<file path="src/rtl/clock_set_ctrl.sv">
// clock_set_ctrl: front-panel time-set controller and DST adjuster for the
// 1 kHz hr/min/sec/ms timekeeper.
// Optional feature macro: CLOCK_SET_SEC_EN (adds SET_SEC state, cur_sec/load_sec).

// Per-button synchronizer, debounce and (optional) auto-repeat press pulse.
module clock_set_btn #(
  parameter int DEBOUNCE_MS = 20,
  parameter int HOLD_MS     = 500,
  parameter int REPEAT_MS   = 100,
  parameter bit REPEAT_EN   = 1'b1
) (
  input  logic clk_i,
  input  logic rst_i,
  input  logic btn_i,
  output logic press_o
);
  localparam int DW = $clog2(DEBOUNCE_MS + 1);
  localparam logic [DW-1:0] DB_LAST = DW'(DEBOUNCE_MS - 1);

  logic [1:0]    sync_q;
  logic          acc_q;
  logic [DW-1:0] db_q;
  logic          rise;

  // Two-flop synchronizer, then accept a new level after DEBOUNCE_MS differing cycles.
  always_ff @(posedge clk_i) begin
    if (rst_i) begin
      sync_q <= '0;
      acc_q  <= 1'b0;
      db_q   <= '0;
    end else begin
      sync_q <= {sync_q[0], btn_i};
      if (sync_q[1] != acc_q) begin
        if (db_q == DB_LAST) begin
          acc_q <= sync_q[1];
          db_q  <= '0;
        end else begin
          db_q <= db_q + DW'(1);
        end
      end else begin
        db_q <= '0;
      end
    end
  end

  // Pulse in the cycle the accepted level is about to go high.
  assign rise = sync_q[1] & ~acc_q & (db_q == DB_LAST);

  if (REPEAT_EN) begin : g_rpt
    localparam int RMAX = (HOLD_MS > REPEAT_MS) ? HOLD_MS : REPEAT_MS;
    localparam int RW   = $clog2(RMAX + 1);
    logic          rep_q;
    logic [RW-1:0] rc_q;
    logic          rpt;

    // First repeat after HOLD_MS held cycles, then one every REPEAT_MS.
    assign rpt = acc_q & (rep_q ? (rc_q == RW'(REPEAT_MS - 1))
                                : (rc_q == RW'(HOLD_MS - 1)));

    // Hold/repeat timer; release clears it, each repeat pulse reloads it.
    always_ff @(posedge clk_i) begin
      if (rst_i || !acc_q) begin
        rep_q <= 1'b0;
        rc_q  <= '0;
      end else if (rpt) begin
        rep_q <= 1'b1;
        rc_q  <= '0;
      end else begin
        rc_q <= rc_q + RW'(1);
      end
    end

    assign press_o = rise | rpt;
  end else begin : g_norpt
    assign press_o = rise;
  end
endmodule

module clock_set_ctrl #(
  parameter int HOUR_MAX    = 23,
  parameter int DEBOUNCE_MS = 20,
  parameter int HOLD_MS     = 500,
  parameter int REPEAT_MS   = 100,
  parameter int TIMEOUT_MS  = 10000,
  parameter int BLINK_MS    = 250
) (
  input  logic       kh_clk,
  input  logic       reset,
  input  logic       btn_mode,
  input  logic       btn_up,
  input  logic       btn_down,
  input  logic       spring_szn,
  input  logic [4:0] cur_hr,
  input  logic [5:0] cur_min,
`ifdef CLOCK_SET_SEC_EN
  input  logic [5:0] cur_sec,
  output logic [5:0] load_sec,
`endif
  output logic       run_en,
  output logic       load,
  output logic       load_hr_only,
  output logic [4:0] load_hr,
  output logic [5:0] load_min,
  output logic [1:0] mode_state,
  output logic       blink
);
  localparam int TW = $clog2(TIMEOUT_MS + 1);
  localparam int BW = $clog2(BLINK_MS + 1);
  localparam logic [TW-1:0] TO_LAST = TW'(TIMEOUT_MS - 1);
  localparam logic [BW-1:0] BL_LAST = BW'(BLINK_MS - 1);
  localparam logic [4:0]    HMAX    = 5'(HOUR_MAX);

  typedef enum logic [2:0] {S_RUN, S_HR, S_MIN, S_SEC, S_COMMIT} state_t;

  function automatic logic [4:0] hr_step(input logic [4:0] h, input logic up);
    if (up) return (h >= HMAX) ? 5'd0 : h + 5'd1;
    else    return (h == 5'd0 || h > HMAX) ? HMAX : h - 5'd1;
  endfunction

  function automatic logic [5:0] min_step(input logic [5:0] m, input logic up);
    if (up) return (m >= 6'd59) ? 6'd0 : m + 6'd1;
    else    return (m == 6'd0 || m > 6'd59) ? 6'd59 : m - 6'd1;
  endfunction

  logic [2:0] btn_raw, press;
  logic       p_mode, p_any, p_inc, p_dec, dst;
  logic       set_q, set_d;

  state_t        state_q, state_d;
  logic [4:0]    ehr_q, ehr_d, lhr_q, lhr_d;
  logic [5:0]    emin_q, emin_d, lmin_q, lmin_d;
  logic [TW-1:0] idle_q, idle_d;
  logic          load_q, load_d, lho_q, lho_d, sprev_q;
  logic [BW-1:0] bcnt_q;
  logic          blink_q;
`ifdef CLOCK_SET_SEC_EN
  logic [5:0]    esec_q, esec_d, lsec_q, lsec_d;
`endif

  assign btn_raw = {btn_down, btn_up, btn_mode};

  for (genvar i = 0; i < 3; i++) begin : g_btn
    clock_set_btn #(
      .DEBOUNCE_MS(DEBOUNCE_MS), .HOLD_MS(HOLD_MS), .REPEAT_MS(REPEAT_MS),
      .REPEAT_EN(i != 0)
    ) u_btn (
      .clk_i(kh_clk), .rst_i(reset), .btn_i(btn_raw[i]), .press_o(press[i])
    );
  end

  // Mode wins; simultaneous up and down cancel each other.
  assign p_mode = press[0];
  assign p_any  = |press;
  assign p_inc  = press[1] & ~press[2] & ~p_mode;
  assign p_dec  = press[2] & ~press[1] & ~p_mode;
  assign dst    = spring_szn ^ sprev_q;
  assign set_q  = (state_q == S_HR) || (state_q == S_MIN) || (state_q == S_SEC);
  assign set_d  = (state_d == S_HR) || (state_d == S_MIN) || (state_d == S_SEC);

  // Next-state, field edits, idle timeout and load strobe generation.
  always_comb begin
    state_d = state_q;
    ehr_d   = ehr_q;
    emin_d  = emin_q;
    idle_d  = '0;
    load_d  = 1'b0;
    lho_d   = 1'b0;
    lhr_d   = lhr_q;
    lmin_d  = lmin_q;
`ifdef CLOCK_SET_SEC_EN
    esec_d  = esec_q;
    lsec_d  = lsec_q;
`endif
    case (state_q)
      S_RUN: if (p_mode) begin
        ehr_d   = cur_hr;
        emin_d  = cur_min;
`ifdef CLOCK_SET_SEC_EN
        esec_d  = cur_sec;
`endif
        state_d = S_HR;
      end
      S_HR: begin
        if (p_mode)     state_d = S_MIN;
        else if (p_inc) ehr_d = hr_step(ehr_q, 1'b1);
        else if (p_dec) ehr_d = hr_step(ehr_q, 1'b0);
      end
      S_MIN: begin
        if (p_mode) begin
`ifdef CLOCK_SET_SEC_EN
          state_d = S_SEC;
`else
          state_d = S_COMMIT;
          load_d  = 1'b1;
          lhr_d   = ehr_q;
          lmin_d  = emin_q;
`endif
        end
        else if (p_inc) emin_d = min_step(emin_q, 1'b1);
        else if (p_dec) emin_d = min_step(emin_q, 1'b0);
      end
`ifdef CLOCK_SET_SEC_EN
      S_SEC: begin
        if (p_mode) begin
          state_d = S_COMMIT;
          load_d  = 1'b1;
          lhr_d   = ehr_q;
          lmin_d  = emin_q;
          lsec_d  = esec_q;
        end
        else if (p_inc) esec_d = min_step(esec_q, 1'b1);
        else if (p_dec) esec_d = min_step(esec_q, 1'b0);
      end
`endif
      S_COMMIT: state_d = S_RUN;
      default:  state_d = S_RUN;
    endcase
    // Abandon edits after TIMEOUT_MS pulse-free cycles in a SET state.
    if (set_q) begin
      if (p_any)                 idle_d  = '0;
      else if (idle_q == TO_LAST) state_d = S_RUN;
      else                       idle_d  = idle_q + TW'(1);
    end
    // DST edges only adjust the live time; edits in progress are authoritative.
    if (state_q == S_RUN && dst) begin
      load_d = 1'b1;
      lho_d  = 1'b1;
      lhr_d  = hr_step(cur_hr, spring_szn);
      lmin_d = cur_min;
    end
  end

  // State, edit buffers, load outputs and season history.
  always_ff @(posedge kh_clk) begin
    if (reset) begin
      state_q <= S_RUN;
      ehr_q   <= '0;
      emin_q  <= '0;
      idle_q  <= '0;
      load_q  <= 1'b0;
      lho_q   <= 1'b0;
      lhr_q   <= '0;
      lmin_q  <= '0;
      sprev_q <= spring_szn;
`ifdef CLOCK_SET_SEC_EN
      esec_q  <= '0;
      lsec_q  <= '0;
`endif
    end else begin
      state_q <= state_d;
      ehr_q   <= ehr_d;
      emin_q  <= emin_d;
      idle_q  <= idle_d;
      load_q  <= load_d;
      lho_q   <= lho_d;
      lhr_q   <= lhr_d;
      lmin_q  <= lmin_d;
      sprev_q <= spring_szn;
`ifdef CLOCK_SET_SEC_EN
      esec_q  <= esec_d;
      lsec_q  <= lsec_d;
`endif
    end
  end

  // Blink phase restarts low on every SET-state entry, forced low elsewhere.
  always_ff @(posedge kh_clk) begin
    if (reset || !set_d || state_d != state_q) begin
      bcnt_q  <= '0;
      blink_q <= 1'b0;
    end else if (bcnt_q == BL_LAST) begin
      bcnt_q  <= '0;
      blink_q <= ~blink_q;
    end else begin
      bcnt_q <= bcnt_q + BW'(1);
    end
  end

  // Field indicator; COMMIT reports as RUN.
  always_comb begin
    mode_state = 2'b00;
    case (state_q)
      S_HR:    mode_state = 2'b01;
      S_MIN:   mode_state = 2'b10;
      S_SEC:   mode_state = 2'b11;
      default: mode_state = 2'b00;
    endcase
  end

  assign run_en       = (state_q == S_RUN);
  assign load         = load_q;
  assign load_hr_only = lho_q;
  assign load_hr      = lhr_q;
  assign load_min     = lmin_q;
  assign blink        = blink_q;
`ifdef CLOCK_SET_SEC_EN
  assign load_sec     = lsec_q;
`endif
endmodule

</file>
<file path="config.mk">
export PLATFORM = sky130hd
export DESIGN_NAME = clock_set_ctrl
export DESIGN_NICKNAME = d
export VERILOG_FILES = /design/src/rtl/clock_set_ctrl.sv
export SDC_FILE = /design/constraint.sdc
export NUM_CORES = 1
export LEC_CHECK = 0
export CORE_MARGIN = 2
export CORE_UTILIZATION = 25
export CTS_BUF_LIST = sky130_fd_sc_hd__clkbuf_8
export DETAILED_ROUTE_END_ITERATION = 10
export GPL_ROUTABILITY_DRIVEN = 0
export GPL_TIMING_DRIVEN = 0
export PLACE_DENSITY = 0.43
export SYNTH_ARGS = -nofsm -noshare
export SYNTH_HDL_FRONTEND = slang
export SYNTH_SLANG_ARGS = --single-unit
</file>
<file path="constraint.sdc">
create_clock -name kh_clk -period 2.7 [get_ports kh_clk]
set_input_delay 0.405 -clock kh_clk [delete_from_list [all_inputs] [get_ports kh_clk]]
set_output_delay 0.405 -clock kh_clk [all_outputs]
set_load 0.02 [all_outputs]
</file>
; ---- Yosys cells after proc, flatten, opt, wreduce, memory -nomap -nowiden
; Cells that the tools add are included.
[word_totals]
register_bits = 95
elab_cells = 167
[op_classes]
add_sub_neg = 13
n_lt_le_gt_ge = 6
eq_ne = 24
muxes = 37
bitwise = 26
reduce_logical = 37
[ops]
columns = operator, count
row1 = 2-to-1 mux 5 bit, 12
row2 = 2-to-1 mux 6 bit, 9
row3 = "adder 5 x 1 -> 5 bit, second input constant", 5
row4 = "adder 9 x 1 -> 9 bit, second input constant", 2
row5 = "equality test 9 x 7 -> 1 bit, second input constant", 2
row6 = "equality test 9 bit, second input constant", 2
row7 = 2-to-1 mux 3 bit, 6
row8 = "equality test 5 bit, second input constant", 3
row9 = "adder 14 x 1 -> 14 bit, second input constant", 1
row10 = "equality test 14 bit, second input constant", 1
row11 = bitwise AND 1 bit, 12
row12 = "equality test 3 x 2 -> 1 bit, second input constant", 4
row13 = one-hot mux 6 bit (2 select lines), 1
row14 = OR reduction 3 bit, 4
row15 = logical OR 1 bit, 11
row16 = inverter 1 bit, 11
row17 = "greater-or-equal comparator 5 bit, second input constant", 2
row18 = "> comparator 5 bit, second input constant", 2
row19 = logical NOT 5 bit, 2
row20 = one-hot mux 5 bit (2 select lines), 1
row21 = "subtractor 5 x 1 -> 5 bit, second input constant", 2
row22 = one-hot mux 3 bit (3 select lines), 1
row23 = "adder 8 x 1 -> 8 bit, second input constant", 1
row24 = "equality test 8 bit, second input constant", 1
row25 = other kinds (23), 45

; ---- Longest topological paths before layout
; Gate-level depths: netlist of run 1.
[logic_depth]
depth_word = 15
ltp_mapped = 9

; ---- Modules after synthesis
; A second synthesis of run 1 with hierarchy kept.
[hier_totals]
hier_cells = 573
hier_area_um2 = 4854.7
[by_module_without_submodules]
columns = module, instances, cells_per_inst, area_per_inst_um2, seq_area_each_um2
row1 = clock_set_ctrl, 1, 388, 3015.4, 1021.0
row2 = clock_set_btn at g_btn[1].u_btn ..., 2, 77, 759.5, 360.3
row3 = clock_set_btn at g_btn[0].u_btn, 1, 31, 320.3, 160.2

; ---- Worst setup path before layout of run 1
; No wires, ideal clock.
[synth_path]
path_type = register -> register
from = register g_btn[1].u_btn.g_rpt.rc_q[0]
to = register ehr_q[2]
setup_ps = 139
t_arrival_ps = 1973
required_time_ps = 2561
setup_slack_ps = 588
stages_incl_launch_ff = 8
path_buffers = 0
path_cell_list = dfxtp_1 ha_1 and4bb_2 o2111ai_2 a2111oi_4 mux2_1 nand2_1 a31oi_1
[synth_via]
elab_chain_len = 9
word_cells_on_any_way = 15
[synth_lines]
columns = element, line
row1 = "start, declared", 53  ; logic [RW-1:0] rc_q;
row2 = "start signal, assigned", 69  ; rc_q <= rc_q + RW'(1);
row3 = equality test 9 bit / equality test 9 x 7 -> 1 bit (equally long branches), "58, 57"
row4 = 2-to-1 mux 1 bit *, 57  ; assign rpt = acc_q & (rep_q ? (rc_q == RW'(REPEAT_MS - 1))
row5 = bitwise AND 1 bit *, 57
row6 = bitwise OR 1 bit *, 73  ; assign press_o = rise | rpt;
row7 = bitwise AND 1 bit / inverter 1 bit (equally long branches), "154, 155"
row8 = bitwise AND 1 bit (on tied branches), "154, 155"
row9 = 2-to-1 mux 5 bit / bitwise AND 1 bit (equally long branches), "185, 155"
row10 = 2-to-1 mux 5 bit / inequality test 3 bit (equally long branches), --
row11 = one-hot mux 5 bit (2 select lines) / AND reduction 4 bit (equally long branches), --
row12 = "end signal, assigned", 251  ; ehr_q <= ehr_d;
row13 = "end, declared", 130  ; logic [4:0] ehr_q, ehr_d, lhr_q, lhr_d;
; Every way passes the cells marked *; elsewhere a longest branch is shown, timed or not. The select of a mux whose other input is x is not followed.
; A chain may end at the register's enable or synchronous reset.

; ---- Final worst setup path of run 1
[layout_path]
from = register state_q[1]
to = output mode_state[1]
[layout_via]
elab_chain_len = 2
word_cells_on_any_way = 4
[layout_lines]
columns = element, line
row1 = "start, declared", 129  ; state_t state_q, state_d;
row2 = "start signal, assigned", 250  ; state_q <= state_d;
row3 = equality test 3 x 2 -> 1 bit / equality test 3 x 1 -> 1 bit (equally long branches), 282  ; case (state_q)
row4 = one-hot mux 2 bit (3 select lines) *, 282
row5 = "end, declared", 104  ; output logic [1:0] mode_state,
; Every way passes the cells marked *; elsewhere a longest branch is shown, timed or not.

==> results.tsv, run 1 <==
metric	value	unit
switchingPower	674	uW
fin_nets	673	
area_growth	17.1	%
wirelength	12400	um
start_util	25.4	%
powerDensity	456	nW/um^2
min_period	2.54	ns
hold_viol_final	0	
syn_area_per_cell	8.23	um^2
cts_buffers	9	
cp.required	2.30	ns
dieArea	20700	um^2
pwr-share-clk	37.3	%
cp-start-kind	register	
synthArstFlopShare	0	%
post-route-period-util	94.0	%
yosysUniqueCellTypes	58	
rows	51	
synth_flop_cell	dfxtp_1	
path_clk_slew	0.10	ns
wl_per_cell	13.7	um
slew_violations	0	
postCtsHoldBufs	0	
hold_path.class	register to register	
synth_top_area_cell	dfxtp_1	
seqPwrFrac	55.0	%
layout-drive-gt1-share	5.60	%
core-area	19300	um^2
drt_iter0_markers	315	
cp_data_arrival_time	2.13	ns
setup_viol	0	
syn-num-nets	631	
vias_per_cell	4.73	
clockRootBuffer	clkbuf_8	
grt_start_max_net_pins	17	
antenna_found_initial	0	
cts_buffer_depth	2	
drc	0	
p_leak	2.01	nW
fin_worst_skew	0.0114	ns
status	completed	
clkSinkCount	95	
max_cap_viol_count	0	
final_antenna_net_count	0	
vias	4291	
die_y	144	um
criticalPathCategory	register to output pin	
worstPathMaxFanout	10	
ys_seq_area_share	38.8	%
overflow	0	
ioPinCount	34	
peakVddDrop	0.221	mV
synth_area	4900	um^2
max_slew_margin	47.5	%
p_sw_share	25.7	%
cts_max_level	3	
place_hpwl	9040	um
tritoncts	built	
worst_pin_slew	0.782	ns
setup_tns	0	ns
fmax	394	MHz
fin_hold_ws	0.447	ns
drtPass1Iterations	5	
ys_ff_latch	95	
synth_area_leaders	dfxtp_1 39%, nor2_1 7.4%, xor2_1 4.8%, ha_1 4.6%, xnor2_1 4.3%	
synth_top_area_share	38.8	%
grt_pass1_vias	4220	
synth_edf_count	0	
synthTopCellsByCount	96 x nor2_1, 95 x dfxtp_1, 53 x nand2_1, 38 x nand3_1, 27 x xor2_1	
clock_latency	0.39	ns
track_usage	12.8	%
whs_path_depth	1	
portBuffers	30	
power_frac_comb	7.8	%
antenna_cells	0	
yosys_warnings	0	
die_x	144	um
rr_worst_depth	10	
synthCells	596	
p_int	1.95	mW
rsz0062_at_grt	no	
crit_path_end_kind	output pin	
yosysMostFrequentCell	nor2_1	
grt_pass1_wl	21000	um
==> state kept, by name, indices dropped and copies added (netlist names) <==
name / cells
g_btn.u_btn.g_rpt.rc_q: 18
g_btn.u_btn.db_q: 15
idle_q: 14
bcnt_q: 8
emin_q: 6
g_btn.u_btn.sync_q: 6
load_min: 6
ehr_q: 5
load_hr: 5
g_btn.u_btn.acc_q: 3
state_q: 3
g_btn.u_btn.g_rpt.rep_q: 2
blink: 1
load: 1
load_hr_only: 1
sprev_q: 1
==> layer usage <==
layer / part of all wire [%] / GRT usage (%)
met5: 0 / 0
met4: 1.3 / 4.33
met3: 4.1 / 2.85
met2: 45 / 20.2
met1: 49 / 17.2
==> critical path, stage by stage, from the launching register on <==
cell and delay, ns:
dfxtp_1 0.45, clkbuf_1 0.40, nor2b_1 0.26, clkdlybuf4s50_1 0.64
==> cell usage in the layout (no fill, tap or decap), drive strengths merged, types with 11 or more instances in the layout <==
cell type,Yosys,routed
a21oi,26,26
o21ai,14,14
inv,25,26
clkdlybuf4s50,0,29
xnor2,24,24
ha,18,18
and3,11,11
clkbuf,22,31
nor2b,12,12
nand2,53,53
xor2,27,27
nor3,18,18
a31oi,11,11
nand3,38,38
dfxtp,95,95
nor2,96,96
==> metrics by stage <==
| stage | cell area [um^2] | power, mW | utilization (%) | setup slack, ns | std cells |
|---|---|---|---|---|---|
| floorplan | 4900 | 1.58 | - | 0.588 | 596 |
| global placement | 5530 | 1.68 | 28.6 | 0.0169 | 891 |
| detailed placement | 5530 | 1.68 | 28.6 | 0.0425 | 891 |
| CTS | 5730 | 2.66 | 29.6 | 0.0161 | 907 |
| global route | 5740 | 2.74 | 29.7 | 0.0389 | 908 |
| finish | 5740 | 2.62 | 29.7 | 0.161 | 908 |
==> power by group through the flow <==
stage | logic (mW) | clock network [mW] | registers (mW)
6_report | 0.204 | 0.976 | 1.44
5_1_grt | 0.224 | 1.07 | 1.44
4_1_cts | 0.207 | 1.01 | 1.44
3_5_place_dp | 0.205 | 0 | 1.47
3_3_place_gp | 0.204 | 0 | 1.47
2_1_floorplan | 0.0887 | 0 | 1.49
==> worst paths after layout <==
check,start,slack [ns],end
worst max-delay path,state_q[1],0.16,mode_state[1]
worst min-delay path,g_btn[0].u_btn.sync_q[0],0.45,g_btn[0].u_btn.sync_q[1]
worst max register to register,g_btn[0].u_btn.db_q[0],0.23,emin_q[2]
worst min register to register,g_btn[0].u_btn.sync_q[0],0.45,g_btn[0].u_btn.sync_q[1]
==> cell families after synthesis <==
| logic type | synth area share, % |
|---|---|
| compound gates | 15.7 |
| xor+xnor | 9.11 |
| fa+ha+maj | 4.59 |
| buf+inv | 4.08 |
| flops | 38.8 |
| mux | 0.689 |
| simple gates | 27.0 |
==> repair_timing <==
item | in CTS | in global routing
endpoints found under the hold margin | 0 | 0
buffers inserted | 0 | 1
gates resized for setup | 0 | 4
endpoints found under the setup margin | 0 | 9
==> area by class of cell <==
| cell class | instances | area, um^2 |
|---|---|---|
| inverter | 26 | 97.6 |
| sequential | 95 | 1900 |
| fill | 2086 | 13600 |
| clock inverter | 7 | 71.3 |
| timing repair buffer | 31 | 310 |
| multi-input combinational | 450 | 2800 |
| clock buffer | 9 | 124 |
| tap | 265 | 332 |
| buffer | 25 | 104 |
Power figures use the tool's default switching activity.
==> run 2: changes to the inputs <==
--- a/config.mk
+++ b/config.mk
@@ -12,6 +12,7 @@
 export GPL_ROUTABILITY_DRIVEN = 0
 export GPL_TIMING_DRIVEN = 0
 export PLACE_DENSITY = 0.43
+export SLEW_MARGIN = 5
 export SYNTH_ARGS = -nofsm -noshare
 export SYNTH_HDL_FRONTEND = slang
 export SYNTH_SLANG_ARGS = --single-unit
==> results of run 2 <==
Same layout as run 1: the final DEF is identical, and so are final timing and power.
==> run 3: changes to the inputs <==
--- a/config.mk
+++ b/config.mk
@@ -5,6 +5,7 @@
 export SDC_FILE = /design/constraint.sdc
 export NUM_CORES = 1
 export LEC_CHECK = 0
+export CORE_ASPECT_RATIO = 1.4
 export CORE_MARGIN = 2
 export CORE_UTILIZATION = 25
 export CTS_BUF_LIST = sky130_fd_sc_hd__clkbuf_8
==> constraint.sdc (replaced) <==
create_clock -name kh_clk -period 2.6 [get_ports kh_clk]
set_input_delay 0.39 -clock kh_clk [delete_from_list [all_inputs] [get_ports kh_clk]]
set_output_delay 0.39 -clock kh_clk [all_outputs]
set_load 0.02 [all_outputs]
==> results.tsv, run 3 (same netlist as run 1, synthesis figures left out) <==
metric	value	unit
status	completed	
place_hpwl	9740	um
final_cell_mix	96 x nor2_1, 95 x dfxtp_1, 53 x nand2_1	
fin_worst_skew	0.0170	ns
overflow	0	
antenna_found_initial	0	
p_leak	2.02	nW
drt_iter0_markers	178	
cp_data_arrival_time	2.06	ns
fin_nets	672	
layout-drive-gt1-share	5.77	%
worstPathMaxFanout	10	
finalPower	2.73	mW
cts_max_level	3	
final_common_cell	nor2_1	
crit_path_end_kind	output pin	
antenna_cells	0	
min_period	2.45	ns
grt_pass1_vias	4335	
final_antenna_net_count	0	
peakVddDrop	0.189	mV
crit_chain	clkbuf_2 -> nor2b_1 -> clkdlybuf4s50_1	
largest_reg_flops	18	
drc	0	
worst_slack	0.147	ns
max_slew_margin	39.6	%
cts_buffer_depth	2	
clkSinkCount	95	
drtPass1Iterations	4	
start_util	25.5	%
setup_viol	0	
cts_buffers	9	
grt_start_max_net_pins	16	
post-route-period-util	94.4	%
grt_pass1_wl	21700	um
cp_slowest_cell	clkdlybuf4s50_1	
slew_violations	0	
reg_top3	g_btn.u_btn.g_rpt.rc_q (18), g_btn.u_btn.db_q (15), idle_q (14)	
hold_path.class	primary input to register	
vias	4305	
rsz0062_at_grt	no	
vias_per_cell	4.84	
cp.required	2.21	ns
rows	60	
cp_slowest_stage_delay	0.66	ns
crit_path_end	mode_state[1]	
cp-start-kind	register	
path_clk_slew	0.10	ns
die_x	122	um
area_growth	16.6	%
dieArea	20800	um^2
max_cap_viol_count	0	
r2r_slack	0.20	ns
clockRootBuffer	clkbuf_8	
hold_viol_final	0	
fmax	408	MHz
wl_per_cell	14.6	um
track_usage	13.2	%
portBuffers	30	
criticalPathCategory	register to output pin	
r2r_start	g_btn[1].u_btn.g_rpt.rc_q[0]	
top_register	g_btn.u_btn.g_rpt.rc_q	
clock_latency	0.39	ns
powerDensity	478	nW/um^2
rr_worst_depth	8	
die_y	170	um
ioPinCount	34	
tritoncts	built	
postCtsHoldBufs	0	
cp-startpoint	state_q[1]	
wirelength	13000	um
core-area	19200	um^2
r2r_end	ehr_q[1]	
worst_pin_slew	0.900	ns
place_ws	-0.124	ns
==> run 3: how the worst min path moves through the flow <==
stage | cells past startpoint | endpoint | startpoint
final | 3 | ehr_q[4] | cur_hr[4]
after CTS | 3 | ehr_q[4] | cur_hr[4]
after global routing | 3 | ehr_q[4] | cur_hr[4]
after floorplan | 1 | g_btn[0].u_btn.sync_q[1] | g_btn[0].u_btn.sync_q[0]
after detailed placement | 1 | g_btn[0].u_btn.db_q[0] | g_btn[0].u_btn.db_q[0]
after global placement | 1 | g_btn[1].u_btn.db_q[0] | g_btn[1].u_btn.db_q[0]
==> run 3: area by class of cell <==
cell class	instances	area (um^2)
Timing Repair Buffer	31	307
Tap cell	248	310
Inverter	26	97.6
Clock inverter	5	57.6
Buffer	24	103
Clock buffer	10	138
Multi-Input combinational cell	450	2800
Fill cell	2107	13500
Sequential cell	95	1900
==> run 3: metal layers <==
metal | vias up | share of wire, % | track usage, %
li1 | 2172 | - | -
met1 | 2043 | 43 | 15.0
met2 | 76 | 52 | 24.1
met3 | 14 | 3.0 | 2.25
met4 | 0 | 1.6 | 5.00
met5 | - | 0 | 0
==> run 3: worst max-delay path: cells and delay by family, from the launching register on <==
family	cells	cell delay, ns
buffers and inverters	2	0.93
and+or+nand+nor	1	0.30
DFF	1	0.45
==> run 3: power breakdown <==
group	total (mW)	leakage, nW	internal, mW	switching, mW
clock	1.02	0.103	0.468	0.553
combinational	0.215	1.15	0.0955	0.120
sequential	1.49	0.770	1.48	0.0131
total	2.73	2.02	2.04	0.686
==> run 3: timing repair <==
item | in CTS | in global routing
resized for setup | 3 | 3
endpoints found under the hold margin | 0 | 0
setup buffers | 1 | 0
pin swaps | 1 | 0
setup endpoints to repair | 7 | 9
gates cloned | 0 | 0
==> run 3: through the flow <==
stage / util (%) / setup TNS, ns / hold slack [ns] / cell area (um^2) / instances
finish: 29.7 / 0 / 0.411 / 5710 / 889
global route: 29.7 / 0 / 0.429 / 5710 / 889
CTS: 29.7 / 0 / 0.391 / 5720 / 890
detailed placement: 28.7 / -0.162 / 0.444 / 5510 / 874
global placement: 28.7 / -0.182 / 0.427 / 5510 / 874
floorplan: - / 0 / 0.414 / 4900 / 596
